## src/rtl/mc_control_unit.sv

```systemverilog
// mc_control_unit: multicycle MIPS controller (Moore FSM + ALU decoder).
// Outputs are combinational decodes of state, hold counter and Instr.
// Optional macro JUMP_LINK_EN enables the JAL (opcode 3) and JR (funct 8) paths.
module mc_control_unit #(
  parameter int unsigned MEM_LAT  = 1,
  parameter int unsigned ALUCTL_W = 4
) (
  input  logic                cclk,
  input  logic                rstb,
  input  logic [31:0]         Instr,
  output logic [1:0]          MemtoReg,
  output logic [1:0]          RegDst,
  output logic                IorD,
  output logic [1:0]          PCSrc,
  output logic                ALUSrcA,
  output logic [1:0]          ALUSrcB,
  output logic                ExtOp,
  output logic                IRWrite,
  output logic                MemWrite,
  output logic                PCWrite,
  output logic                RegWrite,
  output logic [1:0]          Branch,
  output logic [ALUCTL_W-1:0] ALUControl,
  output logic                IllegalOp,
  output logic [3:0]          State
);

  localparam int unsigned CNT_W = 4;

  localparam logic [3:0] ALU_AND = 4'b0000;
  localparam logic [3:0] ALU_OR  = 4'b0001;
  localparam logic [3:0] ALU_ADD = 4'b0010;
  localparam logic [3:0] ALU_XOR = 4'b0011;
  localparam logic [3:0] ALU_SUB = 4'b0110;
  localparam logic [3:0] ALU_SLT = 4'b0111;
  localparam logic [3:0] ALU_NOR = 4'b1100;

  // Reject unsupported parameterisations at elaboration
  if (ALUCTL_W != 4) begin : g_bad_aluctl_w
    $error("mc_control_unit: ALUCTL_W must be 4");
  end
  if (MEM_LAT < 1 || MEM_LAT > 15) begin : g_bad_mem_lat
    $error("mc_control_unit: MEM_LAT must be in 1..15");
  end

  typedef enum logic [3:0] {
    S_FETCH      = 4'd0,
    S_DECODE     = 4'd1,
    S_MEM_ADR    = 4'd2,
    S_MEM_READ   = 4'd3,
    S_MEM_WB     = 4'd4,
    S_MEM_WRITE  = 4'd5,
    S_EXECUTE    = 4'd6,
    S_ALU_WB     = 4'd7,
    S_BRANCH     = 4'd8,
    S_ITYPE_EXEC = 4'd9,
    S_ITYPE_WB   = 4'd10,
    S_JUMP       = 4'd11,
`ifdef JUMP_LINK_EN
    S_JAL        = 4'd12,
    S_JR         = 4'd13,
`endif
    S_ILLEGAL    = 4'd15
  } state_e;

  state_e             state_q, state_d;
  logic [CNT_W-1:0]   cnt_q, cnt_d;
  logic               last_hold;
  logic [5:0]         opcode;
  logic [5:0]         funct;
  logic [4:0]         r_dec;   // {supported, alu code}
  logic [4:0]         i_dec;   // {ExtOp, alu code}
  logic               unused_instr_bits;

  // R-type funct -> {supported, ALU code}; unsupported defaults to ADD
  function automatic logic [4:0] r_decode(input logic [5:0] fn);
    case (fn)
      6'd32:   return {1'b1, ALU_ADD};
      6'd34:   return {1'b1, ALU_SUB};
      6'd36:   return {1'b1, ALU_AND};
      6'd37:   return {1'b1, ALU_OR};
      6'd38:   return {1'b1, ALU_XOR};
      6'd39:   return {1'b1, ALU_NOR};
      6'd42:   return {1'b1, ALU_SLT};
      default: return {1'b0, ALU_ADD};
    endcase
  endfunction

  // I-type opcode -> {ExtOp, ALU code}; logical immediates are zero-extended
  function automatic logic [4:0] i_decode(input logic [5:0] op);
    case (op)
      6'd8:    return {1'b1, ALU_ADD};
      6'd10:   return {1'b1, ALU_SLT};
      6'd12:   return {1'b0, ALU_AND};
      6'd13:   return {1'b0, ALU_OR};
      6'd14:   return {1'b0, ALU_XOR};
      default: return {1'b1, ALU_ADD};
    endcase
  endfunction

  assign opcode            = Instr[31:26];
  assign funct             = Instr[5:0];
  assign r_dec             = r_decode(funct);
  assign i_dec             = i_decode(opcode);
  assign last_hold         = (cnt_q == CNT_W'(MEM_LAT - 1));
  assign unused_instr_bits = ^Instr[25:6];
  assign State             = state_q;

  // State and hold-counter registers
  always_ff @(posedge cclk or negedge rstb) begin
    if (!rstb) begin
      state_q <= S_FETCH;
      cnt_q   <= '0;
    end else begin
      state_q <= state_d;
      cnt_q   <= cnt_d;
    end
  end

  // Next-state and output decode
  always_comb begin
    state_d    = state_q;
    cnt_d      = '0;
    MemtoReg   = 2'b00;
    RegDst     = 2'b00;
    IorD       = 1'b0;
    PCSrc      = 2'b00;
    ALUSrcA    = 1'b0;
    ALUSrcB    = 2'b00;
    ExtOp      = 1'b0;
    IRWrite    = 1'b0;
    MemWrite   = 1'b0;
    PCWrite    = 1'b0;
    RegWrite   = 1'b0;
    Branch     = 2'b00;
    ALUControl = ALUCTL_W'(ALU_ADD);
    IllegalOp  = 1'b0;
    case (state_q)
      S_FETCH: begin
        ALUSrcB = 2'b01;
        if (last_hold) begin
          IRWrite = 1'b1;
          PCWrite = 1'b1;
          state_d = S_DECODE;
        end else begin
          cnt_d = cnt_q + CNT_W'(1);
        end
      end
      S_DECODE: begin
        ALUSrcB = 2'b11;
        ExtOp   = 1'b1;
        case (opcode)
          6'd0:                        state_d = S_EXECUTE;
          6'd35, 6'd43:                state_d = S_MEM_ADR;
          6'd4, 6'd5:                  state_d = S_BRANCH;
          6'd8, 6'd10, 6'd12, 6'd13,
          6'd14:                       state_d = S_ITYPE_EXEC;
          6'd2:                        state_d = S_JUMP;
`ifdef JUMP_LINK_EN
          6'd3:                        state_d = S_JAL;
`endif
          default:                     state_d = S_ILLEGAL;
        endcase
      end
      S_MEM_ADR: begin
        ALUSrcA = 1'b1;
        ALUSrcB = 2'b10;
        ExtOp   = 1'b1;
        state_d = (opcode == 6'd43) ? S_MEM_WRITE : S_MEM_READ;
      end
      S_MEM_READ: begin
        IorD = 1'b1;
        if (last_hold) state_d = S_MEM_WB;
        else           cnt_d   = cnt_q + CNT_W'(1);
      end
      S_MEM_WB: begin
        MemtoReg = 2'b01;
        RegWrite = 1'b1;
        state_d  = S_FETCH;
      end
      S_MEM_WRITE: begin
        IorD = 1'b1;
        if (last_hold) begin
          MemWrite = 1'b1;
          state_d  = S_FETCH;
        end else begin
          cnt_d = cnt_q + CNT_W'(1);
        end
      end
      S_EXECUTE: begin
        ALUSrcA    = 1'b1;
        ALUControl = ALUCTL_W'(r_dec[3:0]);
        if (r_dec[4])            state_d = S_ALU_WB;
`ifdef JUMP_LINK_EN
        else if (funct == 6'd8) state_d = S_JR;
`endif
        else                     state_d = S_ILLEGAL;
      end
      S_ALU_WB: begin
        RegDst   = 2'b01;
        RegWrite = 1'b1;
        state_d  = S_FETCH;
      end
      S_BRANCH: begin
        ALUSrcA    = 1'b1;
        ALUControl = ALUCTL_W'(ALU_SUB);
        PCSrc      = 2'b01;
        ExtOp      = 1'b1;
        Branch     = (opcode == 6'd5) ? 2'b10 : 2'b01;
        state_d    = S_FETCH;
      end
      S_ITYPE_EXEC: begin
        ALUSrcA    = 1'b1;
        ALUSrcB    = 2'b10;
        ExtOp      = i_dec[4];
        ALUControl = ALUCTL_W'(i_dec[3:0]);
        state_d    = S_ITYPE_WB;
      end
      S_ITYPE_WB: begin
        ExtOp      = i_dec[4];
        ALUControl = ALUCTL_W'(i_dec[3:0]);
        RegWrite   = 1'b1;
        state_d    = S_FETCH;
      end
      S_JUMP: begin
        PCSrc   = 2'b10;
        PCWrite = 1'b1;
        state_d = S_FETCH;
      end
`ifdef JUMP_LINK_EN
      S_JAL: begin
        PCSrc    = 2'b10;
        PCWrite  = 1'b1;
        RegDst   = 2'b10;
        MemtoReg = 2'b10;
        RegWrite = 1'b1;
        state_d  = S_FETCH;
      end
      S_JR: begin
        PCSrc   = 2'b11;
        PCWrite = 1'b1;
        state_d = S_FETCH;
      end
`endif
      default: begin
        IllegalOp = 1'b1;
        state_d   = S_FETCH;
      end
    endcase
  end

endmodule
```

## config.mk

```make
export PLATFORM = sky130hd
export DESIGN_NAME = mc_control_unit
export DESIGN_NICKNAME = d
export VERILOG_FILES = /design/src/rtl/mc_control_unit.sv
export SDC_FILE = /design/constraint.sdc
export NUM_CORES = 1
export LEC_CHECK = 0
export ABC_CLOCK_PERIOD_IN_PS = 2200
export BUFFER_PORTS_ARGS = -buffer_cell sky130_fd_sc_hd__buf_2
export CORE_UTILIZATION = 43
export CTS_CLUSTER_DIAMETER = 40
export DETAILED_ROUTE_END_ITERATION = 7
export PLACE_DENSITY = 0.8
export SLEW_MARGIN = 20
export SYNTH_ARGS = -nofsm -noshare
export SYNTH_HDL_FRONTEND = slang
export SYNTH_SLANG_ARGS = --single-unit
```

## constraint.sdc

```tcl
create_clock -name cclk -period 2.2 [get_ports cclk]
set_clock_uncertainty 0.05 [all_clocks]
set_input_delay 0.33 -clock cclk [delete_from_list [all_inputs] [get_ports cclk]]
set_output_delay 0.33 -clock cclk [all_outputs]
set_load 0.05 [all_outputs]
```

## Word level (Yosys, flattened, before mapping)

Cells that the tools add are included.

- Output and inout bits: 26
- Word-level logic and storage cells: 76
- Bits in registers: 8

- Reduce and logical (&&, ||, !) cells: 15
- Mux-type cells: 27
- Equal/unequal tests: 31
- Add/subtract/negate cells: 1

Operator list:

| cell | number |
|---|---|
| == test 6 bit, second input constant | 9 |
| one-hot mux 5 bit (7 select lines) | 1 |
| == test 6 x 4 -> 1 bit, second input constant | 5 |
| one-hot mux 4 bit (7 select lines) | 1 |
| 2-to-1 mux 4 bit | 6 |
| one-hot mux 4 bit (5 select lines) | 1 |
| one-hot mux 5 bit (4 select lines) | 1 |
| == test 4 x 3 -> 1 bit, second input constant | 4 |
| == test 4 bit, second input constant | 4 |
| == test 6 x 3 -> 1 bit, second input constant | 2 |
| one-hot mux 4 bit (3 select lines) | 1 |
| OR reduction 12 bit | 1 |
| OR reduction 2 bit | 5 |
| 2-to-1 mux 1 bit | 9 |
| OR reduction 3 bit | 3 |
| == test 4 x 2 -> 1 bit, second input constant | 2 |
| logical NOT 4 bit | 2 |
| == test 6 x 2 -> 1 bit, second input constant | 1 |
| logical NOT 6 bit | 1 |
| inequality test 2 bit, second input constant | 3 |
| one-hot mux 2 bit (3 select lines) | 1 |
| OR reduction 5 bit | 1 |
| adder 4 x 1 -> 4 bit, second input constant | 1 |
| == test 4 x 1 -> 1 bit, second input constant | 1 |
| other kinds (6) | 8 |

## Longest topological paths before layout

Gate-level depths: netlist of the first run.

- Word-level depth: 4
- Gate-level depth with buffers: 6

## Worst setup path before layout of the first run

OpenSTA, ideal clock, no wires.

- Kind: register to output
- Start point: register state_q[0], in the netlist State[0]
- End point: output port Branch[1]
- Slack: -0.553 ns
- Cell stages (with the launch flop): 5
- Data arrival time: 2.373 ns
- Data required time: 1.820 ns
- Cells stage by stage: dfrtp_1 buf_2 or2_2 nor2_1 and2_1

- Word-level cells in the longest chain between the ends: 2

Ends and longest elaborated chain:

| element | RTL line | text |
|---|---|---|
| start, declared | 66 | `state_e state_q, state_d;` |
| start signal, assigned | 115 | `state_q <= state_d;` |
| == test 4 bit | 138 | `case (state_q)` |
| 2-to-1 mux 2 bit | 138 |  |
| end, declared | 22 | `output logic [1:0] Branch,` |

No other way between the ends.

## Worst setup path in the final report of the first run

- Start point: register cnt_q[0]
- End point: output port PCWrite

- Word-level cells in the longest chain between the ends: 3

Ends and longest elaborated chain:

| element | RTL line | text |
|---|---|---|
| start, declared | 67 | `logic [CNT_W-1:0] cnt_q, cnt_d;` |
| start signal, assigned | 116 | `cnt_q <= cnt_d;` |
| logical NOT 4 bit | 105 | `assign last_hold = (cnt_q == CNT_W'(MEM_LAT - 1));` |
| 2-to-1 mux 1 bit | 141 | `if (last_hold) begin` |
| one-hot mux 1 bit (2 select lines) | 138 |  |
| end, declared | 20 | `output logic PCWrite,` |

No other way between the ends.

==> results of run 1 <==
power groups by stage:
stage | combinational [mW] | clock, mW | sequential [mW]
floorplan | 1.06 | 0 | 0.327
global placement | 1.44 | 0 | 0.232
detailed placement | 1.46 | 0 | 0.232
CTS | 1.47 | 0.113 | 0.230
global route | 1.58 | 0.128 | 0.239
finish | 1.50 | 0.113 | 0.231
cell usage in the layout, fill, tap and decap left out, types with 2 or more instances in the layout:
master / synthesis / layout
or2_2: 2 / 2
nand2_1: 7 / 7
nor4_2: 1 / 2
buf_2: 5 / 33
xnor2_1: 3 / 3
nand4_1: 2 / 2
nand3_1: 3 / 3
nor2_4: 0 / 2
buf_4: 2 / 9
o22ai_1: 2 / 2
o21ai_0: 6 / 5
nor2b_1: 6 / 6
nor3_2: 1 / 3
inv_1: 5 / 5
xor2_1: 3 / 3
nor3_1: 7 / 4
conb_1: 1 / 2
clkbuf_4: 0 / 6
nor3b_2: 0 / 2
dfrtp_1: 8 / 8
or3b_4: 1 / 2
nand2b_1: 7 / 7
ha_1: 2 / 2
and2_1: 3 / 3
a21oi_1: 5 / 4
nor2_1: 14 / 11
timing repair:
item | in CTS | in global routing
pin swaps | 0 | 0
setup endpoints to repair | 2 | 7
buffers inserted | 0 | 1
hold endpoints to repair | 8 | 0
gates resized for setup | 2 | 7
hold buffers | 1 | 0
cells by family (layout without fill, tap and decap cells):
| logic type | count (synthesis) | count (layout) |
|---|---|---|
| and+or+nand+nor | 66 | 66 |
| AOI/OAI and AO/OA | 28 | 28 |
| buffers and inverters | 15 | 54 |
| DFF | 8 | 8 |
| xor gates and xnor gates | 6 | 6 |
| adders and majority gates | 2 | 2 |
| muxes | 2 | 2 |
| other | 1 | 2 |
critical path, cell delays in order (launching register included):
cell and delay, ns:
dfrtp_1 0.36, inv_1 0.06, ha_1 0.20, nor3b_2 0.17
and3_2 0.19, or2_2 0.30, clkbuf_4 0.22
per-layer routing:
metal	routed length [um]	part of all wire
met2	1360	0.50
met5	0	0
met4	28	0.010
met1	1200	0.44
met3	129	0.047
how the worst max path moves through the flow:
stage,slack [ns],cells after the start,endpoint,startpoint
after global placement,0.18,6,Branch[1],Instr[28]
after global routing,-0.0009,6,PCWrite,cnt_q[1]
after detailed placement,0.1,6,Branch[1],Instr[28]
after CTS,0.01,5,ALUControl[3],State[0]
after floorplan,-0.31,4,Branch[1],State[0]
final,0.07,6,PCWrite,cnt_q[0]
cell type report:
class	count	area [um2]
clock buffer	3	22.5
inverter	5	18.8
timing repair buffer	46	265
sequential	8	200
multi-input combinational	106	782
tap	27	33.8
fill	173	739
registers in the layout, summed over array words and instances (netlist names):
register,count
State,4
cnt_q,4
==> out/qor.yml, run 1 <==
yosys:
  yosysWarnings: 0
  synth_xor_area_frac: 0.0535
  synthSimpleGateAreaFrac: 0.382
  yosys-top-cells-area: "dfrtp_1 (20%), nor2_1 (5.4%), nand2b_1 (4.5%)"
  synth_edf_count: 0
  synth_adder_area_share: 0.0255
  yosys_most_used_dff: "dfrtp_1"
  syn_area_per_cell_um2: 7.67
  ys_seq_elements: 8
  synth_top_family_by_area: "simple AND/OR/NAND/NOR gates"
  syn_area_um2: 982
  synth_top_area_share: 0.204
  syn_inst: 128
  synth_common_cells: "nor2_1 (14), dfrtp_1 (8), nand2_1 (7), nand2b_1 (7), nor3_1 (7)"
  synthArstFlopShare: 1.00
  synth.most_common_cell: "nor2_1"
  synthMuxAreaShare: 0.0217
  synth_compound_area_frac: 0.223
  ys_types: 50
  synth-seq-area-share: 0.204
  synth_top_area_cell: "dfrtp_1"
sta:
  min_period_over_period: 0.970
  fmax_mhz: 468
  setup_ws_ns: 0.0653
  maxSlewViolCount: 0
  tightest_slew_ns: 0.516
  whs_ns: 0.396
  slew_headroom: 0.651
  tns_ns: 0
  period_minus_slack_ns: 2.13
  hold_viol: 0
  setup_viol: 0
cells_and_area:
  stdcell_count: 195
  area.growth.synth_to_final_pct: 34.6
  final_util: 0.641
  antenna_cells: 0
  drive_gt1_frac: 0.423
  layout.nets: 206
  finalInstanceArea_um2: 1320
power_and_ir_drop:
  internal-power_uw: 682
  power.total_mw: 1.85
  leakage_nw: 0.586
  p_comb_frac: 0.814
  clkPwrFrac: 0.061
  p_seq_frac: 0.125
  p_sw_frac: 0.631
  power-per-cell-area_nw_per_um2: 1400
  p_sw_mw: 1.17
  ir_worst_vdd_mv: 1.17
clock_network:
  tritoncts: "built"
  h-tree-depth: 1
  cts-root-buf: "clkbuf_4"
  clk_pin_slew_ns: 0.05
  clockBufferDepth: 2
  clk_latency_ns: 0.25
  clock-sinks: 8
  cts_buffers: 3
drt:
  drt_iter0_drc: 30
  viasPerCell: 5.66
  antenna_left: 0
  drc: 0
  wl_per_cell_um: 14.0
  totalWireLength_um: 2720
  vias: 1104
  drt_pass1_iterations: 4
place:
  post-place-ws_ns: 0.0993
  port_buffers: 37
  placed_cells: 190
  post_dp_cell_area_um2: 1250
  gp_congestion: 0.891
  hpwl_um: 2150
die:
  core_um2: 2060
  dieArea_um2: 2480
  pin_count: 60
  start_util: 0.476
  die_h_um: 49.8
  fp.dieW_um: 49.8
  row_count: 16
critical_path:
  crit_type: "flip-flop to output port"
  required_ns: 1.82
  reg2reg_slack_ns: 0.47
  path_max_fanout: 3
  cp-end-kind: "output port"
  crit_arrival_ns: 1.75
  cp-start-kind: "flip-flop"
  timing.rr.end: "State[1]"
  rr_startpoint: "cnt_q[1]"
  reg2regPathDepth: 6
job:
  maxCapViolations: 0
global_routing:
  grt_pass1_wl_um: 4400
  top_usage_layer: "met2"
  grt_util_all_layers: 0.232
  antenna_found_initial: 0
  met1_usage: 0.294
  grt_pass1_vias: 1012
  gr-usage-met2: 0.401
  grt.overflow.total: 0
  use_met3: 0.0309
  grt_max_degree: 12
outcome:
  status: "complete, no violations"
hold_path:
  hold_class: "input port to asynchronous set/reset pin"
Note: power is estimated with default switching activity, not from simulation.
==> inputs of run 2 (changes only) <==
--- a/config.mk
+++ b/config.mk
@@ -16,2 +16,3 @@
 export SYNTH_HDL_FRONTEND = slang
 export SYNTH_SLANG_ARGS = --single-unit
+export TNS_END_PERCENT = 5
==> constraint.sdc (replaced) <==
create_clock -name cclk -period 2.2 [get_ports cclk]
set_clock_uncertainty 0.05 [all_clocks]
set_input_delay 0.11 -clock cclk [delete_from_list [all_inputs] [get_ports cclk]]
set_output_delay 0.11 -clock cclk [all_outputs]
set_load 0.05 [all_outputs]
==> run 2 against run 1 <==
Combinational power shrank 8%. Sequential power is 3% higher. Critical path depth is 1 lower.
==> out/qor.yml, run 2 (synthesis results as in run 1) <==
die:
  pin_count: 60  # unchanged
  start_util: 0.476  # unchanged
  core_um2: 2060  # unchanged
  row_count: 16  # unchanged
  fp.dieW_um: 49.8  # unchanged
  die_h_um: 49.8  # unchanged
  dieArea_um2: 2480  # unchanged
global_routing:
  grt_pass1_wl_um: 4170  # was 4400 um
  grt_max_degree: 19  # was 12
  grt_util_all_layers: 0.216  # was 0.232
  grt_pass1_vias: 942  # was 1012
  antenna_found_initial: 0  # unchanged
  grt.overflow.total: 0  # unchanged
clock_network:
  cts_buffers: 3  # unchanged
  cts_resized: 0  # was 2
  clk_latency_ns: 0.25  # about the same
  clk_pin_slew_ns: 0.05  # about the same
  tritoncts: "built"  # unchanged
  clock-sinks: 8  # unchanged
  h-tree-depth: 1  # unchanged
  clockBufferDepth: 2  # unchanged
  cts-root-buf: "clkbuf_4"  # unchanged
outcome:
  status: "complete, no violations"  # unchanged
drt:
  wl_per_cell_um: 13.6  # was 14.0 um
  drc: 0  # unchanged
  drt_pass1_iterations: 4  # unchanged
  antenna_left: 0  # unchanged
  drt_iter0_drc: 32  # was 30
  viasPerCell: 5.71  # was 5.66
  totalWireLength_um: 2600  # was 2720 um
  vias: 1090  # was 1104
critical_path:
  path_max_fanout: 5  # was 3
  critical_path.top_delay_family: "simple AND/OR/NAND/NOR gates"  # unchanged
  critPathSlowestCell: "or3b_1"  # was dfrtp_1
  required_ns: 2.04  # was 1.82 ns
  setup.worst_path.end: "MemWrite"  # was PCWrite
  reg2reg_slack_ns: 0.41  # was 0.47 ns
  cp_cell_sequence: "inv_1, ha_1, or3b_1, nor3_1, buf_2"  # was inv_1, ha_1, nor3b_2, and3_2, or2_2, clkbuf_4
  rr_startpoint: "cnt_q[0]"  # was cnt_q[1]
  cp-start-kind: "flip-flop"  # unchanged
  cp.buffers_inverters: 2  # unchanged
  reg2regPathDepth: 6  # unchanged
  crit_type: "flip-flop to output port"  # unchanged
  worstSetupPathDepth: 5  # was 6
  cp-end-kind: "output port"  # unchanged
  crit_arrival_ns: 1.84  # was 1.75 ns
  timing.rr.end: "State[0]"  # was State[1]
  critPathLaunch: "cnt_q[0]"  # unchanged
  cp_slowest_stage_delay_ns: 0.43  # was 0.36 ns
sta:
  period_minus_slack_ns: 2.00  # was 2.13 ns
  setup_ws_ns: 0.199  # was 0.0653 ns
  fmax_mhz: 500  # was 468 MHz
  maxSlewViolCount: 0  # unchanged
  hold_viol: 0  # unchanged
  min_period_over_period: 0.909  # was 0.970
  grt_setup_unrepaired: "no"
  setup_viol: 0  # unchanged
cells_and_area:
  layout.nets: 202  # was 206
  antenna_cells: 0  # unchanged
  layout_commonest_cell: "buf_2"  # unchanged
  area.growth.synth_to_final_pct: 23.1  # was 34.6%
  final_util: 0.586  # was 0.641
  final_cell_mix: "buf_2 (37), nor2_1 (13), dfrtp_1 (8)"  # was buf_2 (33), nor2_1 (11), buf_4 (9)
  drive_gt1_frac: 0.335  # was 0.423
power_and_ir_drop:
  leakage_nw: 0.549  # was 0.586 nW
  power-per-cell-area_nw_per_um2: 1430  # was 1400 nW/um2
  ir_worst_vdd_mv: 0.868  # was 1.17 mV
place:
  post-place-ws_ns: 0.432  # was 0.0993 ns
  hpwl_um: 2030  # was 2150 um
  gp_congestion: 0.887  # was 0.891
  port_buffers: 37  # unchanged
job:
  maxCapViolations: 0  # unchanged
hold_path:
  hold_class: "input port to asynchronous set/reset pin"  # unchanged
## run 2: repair_timing
| item | in CTS | in global routing |
|---|---|---|
| hold buffers | 1 | 0 |
| setup buffers | 0 | 0 |
| hold endpoints to repair | 8 | 0 |
| setup endpoints to repair | 0 | 0 |
## run 2: layout make-up
type	count	area (um2)
fill	202	853
sequential	8	200
timing repair buffer	42	225
clock buffer	3	22.5
inverter	5	18.8
tap	27	33.8
multi-input combinational	106	708
## run 2: metrics by stage
step                      area [um2]  cells  total power, mW  hold WS [ns]  TNS [ns]
after CTS                       1210    191             1.72         0.173         0
after global placement          1180    187             1.58       -0.0963         0
after floorplan                  993    129             1.33        -0.236    -0.704
after detailed placement        1180    187             1.60       -0.0960         0
final                           1210    191             1.72         0.180         0
after global routing            1210    191             1.81         0.209         0
## run 2: report_power, final
group	switching, mW	leakage [nW]	internal, mW
clock	0.0463	0.0138	0.0622
sequential	0.0579	0.106	0.181
combinational	1.01	0.429	0.366
total	1.11	0.549	0.609
## run 2: per-layer routing
layer	track usage	up-vias	share of wire
li1	-	529	-
met1	0.297	521	0.47
met2	0.351	38	0.47
met3	0.0463	2	0.057
met4	0.0333	0	0.0058
met5	0	-	0
## run 2: worst min path at each step
stage | endpoint | slack [ns] | depth (start not counted)
finish | cnt_q[2] | 0.18 | 2
global route | State[2] | 0.21 | 2
CTS | cnt_q[3] | 0.17 | 2
detailed placement | cnt_q[3] | -0.1 | 1
global placement | cnt_q[3] | -0.1 | 1
floorplan | State[0] | -0.24 | 0
## run 2: worst register-to-register path: stages, from the launching register on
cell and delay (ns):
dfrtp_1 0.40, inv_1 0.08, ha_1 0.16, or3b_1 0.44
and2_1 0.21, o21bai_1 0.18, a41oi_2 0.13
==> inputs of run 3 (changes only) <==
Settings changed: ABC_AREA from default to 1, CORE_UTILIZATION 43 to 42.
==> run 3 against run 2 <==
Synthesized area down 5.0%. Sequential share of layout area up 0.49 points. Fmax up 1.1%. Critical endpoint is now ALUControl[2]. Utilization down 0.57 points. Die area down 2.6%. Flip-flop and latch count unchanged. Count of clock-buffer cells in the layout unchanged. Wire length down 8.2%. Largest cell class unchanged.
==> out/qor.yml, run 3 <==
global_routing:
  grt.overflow.total: 0  # unchanged
  grt_max_degree: 10  # was 19
  antenna_found_initial: 0  # unchanged
  gr-usage-met2: 0.390  # was 0.351
  grt_pass1_vias: 986  # was 942
  grt_util_all_layers: 0.216  # about the same
  met1_usage: 0.254  # was 0.297
  grt_pass1_wl_um: 4080  # was 4170 um
  use_met3: 0.0249  # was 0.0463
  top_usage_layer: "met2"  # unchanged
clock_network:
  cts_hold_buf: 1  # unchanged
  h-tree-depth: 1  # unchanged
  clockBufferDepth: 2  # unchanged
  clk_latency_ns: 0.25  # about the same
  tritoncts: "built"  # unchanged
  clk_pin_slew_ns: 0.05  # about the same
  cts_resized: 0  # unchanged
  postCtsSetupBuffers: 0  # unchanged
  cts_buffers: 3  # unchanged
  cts-root-buf: "clkbuf_4"  # unchanged
  clock-sinks: 8  # unchanged
drt:
  wl_per_cell_um: 10.5  # was 13.6 um
  drt_iter0_drc: 21  # was 32
  antenna_left: 0  # unchanged
  vias: 1129  # was 1090
  drc: 0  # unchanged
  viasPerCell: 4.95  # was 5.71
  drt_pass1_iterations: 5  # was 4
  totalWireLength_um: 2390  # was 2600 um
sta:
  hold_viol: 0  # unchanged
  maxSlewViolCount: 0  # unchanged
  grt_setup_unrepaired: "no"  # unchanged
  fmax_mhz: 505  # was 500 MHz
  min_period_over_period: 0.900  # was 0.909
  setup_viol: 0  # unchanged
  period_minus_slack_ns: 1.98  # was 2.00 ns
  tns_ns: 0  # unchanged
critical_path:
  rr_startpoint: "State[2]"  # was cnt_q[0]
  cp_slowest_stage_delay_ns: 0.54  # was 0.43 ns
  cp-end-kind: "output port"  # unchanged
  crit_path_frequent_cell: "nand2_1"
  cp.buffers_inverters: 2  # unchanged
  critPathLaunch: "State[1]"  # was cnt_q[0]
  critical_path.top_delay_family: "simple AND/OR/NAND/NOR gates"  # unchanged
  timing.rr.end: "cnt_q[3]"  # was State[0]
  critPathSlowestCell: "dfrtp_1"  # was or3b_1
  crit_type: "flip-flop to output port"  # unchanged
  cp_cell_sequence: "nand2_1, nor2_4, inv_2, nor3_4, a31oi_1, nand2_1, buf_2"  # was inv_1, ha_1, or3b_1, nor3_1, buf_2
  reg2reg_slack_ns: 0.74  # was 0.41 ns
  cp-start-kind: "flip-flop"  # unchanged
  reg2regPathDepth: 6  # unchanged
  crit_arrival_ns: 1.82  # was 1.84 ns
  required_ns: 2.04  # about the same
  path_max_fanout: 9  # was 5
yosys:
  synth_top_area_cell: "dfrtp_1"  # unchanged
  synth-seq-area-share: 0.214  # was 0.204
  synthArstFlopShare: 1.00  # unchanged
  syn_area_per_cell_um2: 5.76  # was 7.67 um2
  syn_inst: 162  # was 128
  ys_types: 25  # was 50
  synth.most_common_cell: "nand2_1"  # was nor2_1
  ys_seq_elements: 8  # unchanged
  yosys-top-cells-area: "dfrtp_1 (21%), nand2_1 (16%), inv_1 (11%)"  # was dfrtp_1 (20%), nor2_1 (5.4%), nand2b_1 (4.5%)
  syn_area_um2: 933  # was 982 um2
  synth_edf_count: 0  # unchanged
  yosysWarnings: 0  # unchanged
  yosys_most_used_dff: "dfrtp_1"  # unchanged
  synth_top_area_share: 0.214  # was 0.204
  synth_common_cells: "nand2_1 (41), inv_1 (28), nor2_1 (25)"  # was nor2_1 (14), dfrtp_1 (8), nand2_1 (7), nand2b_1 (7), nor3_1 (7)
power_and_ir_drop:
  leakage_nw: 0.779  # was 0.549 nW
  clkPwrFrac: 0.066  # was 0.063
  p_seq_frac: 0.152  # was 0.139
  p_sw_frac: 0.680  # was 0.646
  p_sw_mw: 1.12  # was 1.11 mW
  internal-power_uw: 526  # was 609 uW
  ir_worst_vdd_mv: 0.988  # was 0.868 mV
  power-per-cell-area_nw_per_um2: 1400  # was 1430 nW/um2
  p_comb_frac: 0.782  # was 0.798
place:
  hpwl_um: 1990  # was 2030 um
  port_buffers: 37  # unchanged
  post_dp_cell_area_um2: 1140  # was 1180 um2
  gp_congestion: 0.847  # was 0.887
die:
  die_h_um: 49.1  # was 49.8 um
  fp.dieW_um: 49.1  # was 49.8 um
  core_um2: 2020  # was 2060 um2
  pin_count: 60  # unchanged
  start_util: 0.462  # was 0.476
  dieArea_um2: 2410  # was 2480 um2
  row_count: 16  # unchanged
cells_and_area:
  layout_commonest_cell: "nand2_1"  # was buf_2
  finalInstanceArea_um2: 1170  # was 1210 um2
  area.growth.synth_to_final_pct: 25.7  # was 23.1%
  layout.nets: 239  # was 202
  antenna_cells: 0  # unchanged
  final_cell_mix: "nand2_1 (41), buf_2 (37), inv_1 (28)"  # was buf_2 (37), nor2_1 (13), dfrtp_1 (8)
  drive_gt1_frac: 0.284  # was 0.335
outcome:
  status: "complete, no violations"  # unchanged
job:
  maxCapViolations: 0  # unchanged
hold_path:
  hold_class: "input port to asynchronous set/reset pin"  # unchanged
==> run 3: worst max-delay path by stage <==
stage | to | slack [ns] | cells past startpoint
finish | ALUControl[2] | 0.22 | 7
detailed placement | ALUControl[2] | 0.50 | 7
global route | ALUControl[2] | 0.03 | 7
global placement | ALUControl[2] | 0.51 | 7
floorplan | RegWrite | -0.11 | 5
CTS | ALUControl[2] | 0.22 | 7
==> run 3: cell families (layout without fill, tap and decap cells) <==
logic type / Yosys count / count (layout) / synth area share
fa+ha+maj: 2 / 2 / 0.0268
buf+inv: 35 / 73 / 0.153
compound gates: 13 / 13 / 0.0777
flops: 8 / 8 / 0.214
simple gates: 101 / 101 / 0.505
other cells: 1 / 2 / 0.00402
xor+xnor: 2 / 2 / 0.0188
==> run 3: worst reg2reg max path, delay by kind of cell, from the launching register on <==
kind	cells	cell delay [ns]
flip-flops	1	0.47
buffers and inverters	1	0.05
AND/OR/NAND/NOR	5	0.83
==> run 3: cell type report <==
class | count | area [um2]
Multi-Input combinational cell | 120 | 602
Timing Repair Buffer | 38 | 195
Clock buffer | 3 | 22.5
Inverter | 32 | 120
Sequential cell | 8 | 200
Tap cell | 27 | 33.8
Fill cell | 223 | 848
==> run 3: through the flow <==
| step | power (mW) | hold slack [ns] | setup slack (ns) | util | instances |
|---|---|---|---|---|---|
| after floorplan | 1.28 | -0.236 | -0.112 | - | 163 |
| after global placement | 1.52 | -0.0977 | 0.512 | 0.564 | 224 |
| after detailed placement | 1.53 | -0.0938 | 0.502 | 0.564 | 224 |
| after CTS | 1.65 | 0.177 | 0.223 | 0.580 | 228 |
| after global routing | 1.75 | 0.208 | 0.0323 | 0.580 | 228 |
| final | 1.64 | 0.178 | 0.221 | 0.580 | 228 |
==> run 3: power groups by stage <==
| stage | clock [mW] | sequential (mW) | combinational, mW |
|---|---|---|---|
| floorplan | 0 | 0.335 | 0.949 |
| global placement | 0 | 0.252 | 1.27 |
| detailed placement | 0 | 0.252 | 1.28 |
| CTS | 0.111 | 0.250 | 1.29 |
| global route | 0.119 | 0.256 | 1.37 |
| finish | 0.109 | 0.250 | 1.29 |
==> run 3: metal layers <==
layer / share of wire / vias to the layer above
met4: 0.015 / 0
met3: 0.040 / 4
met5: 0 / -
met2: 0.51 / 33
li1: - / 587
met1: 0.44 / 505
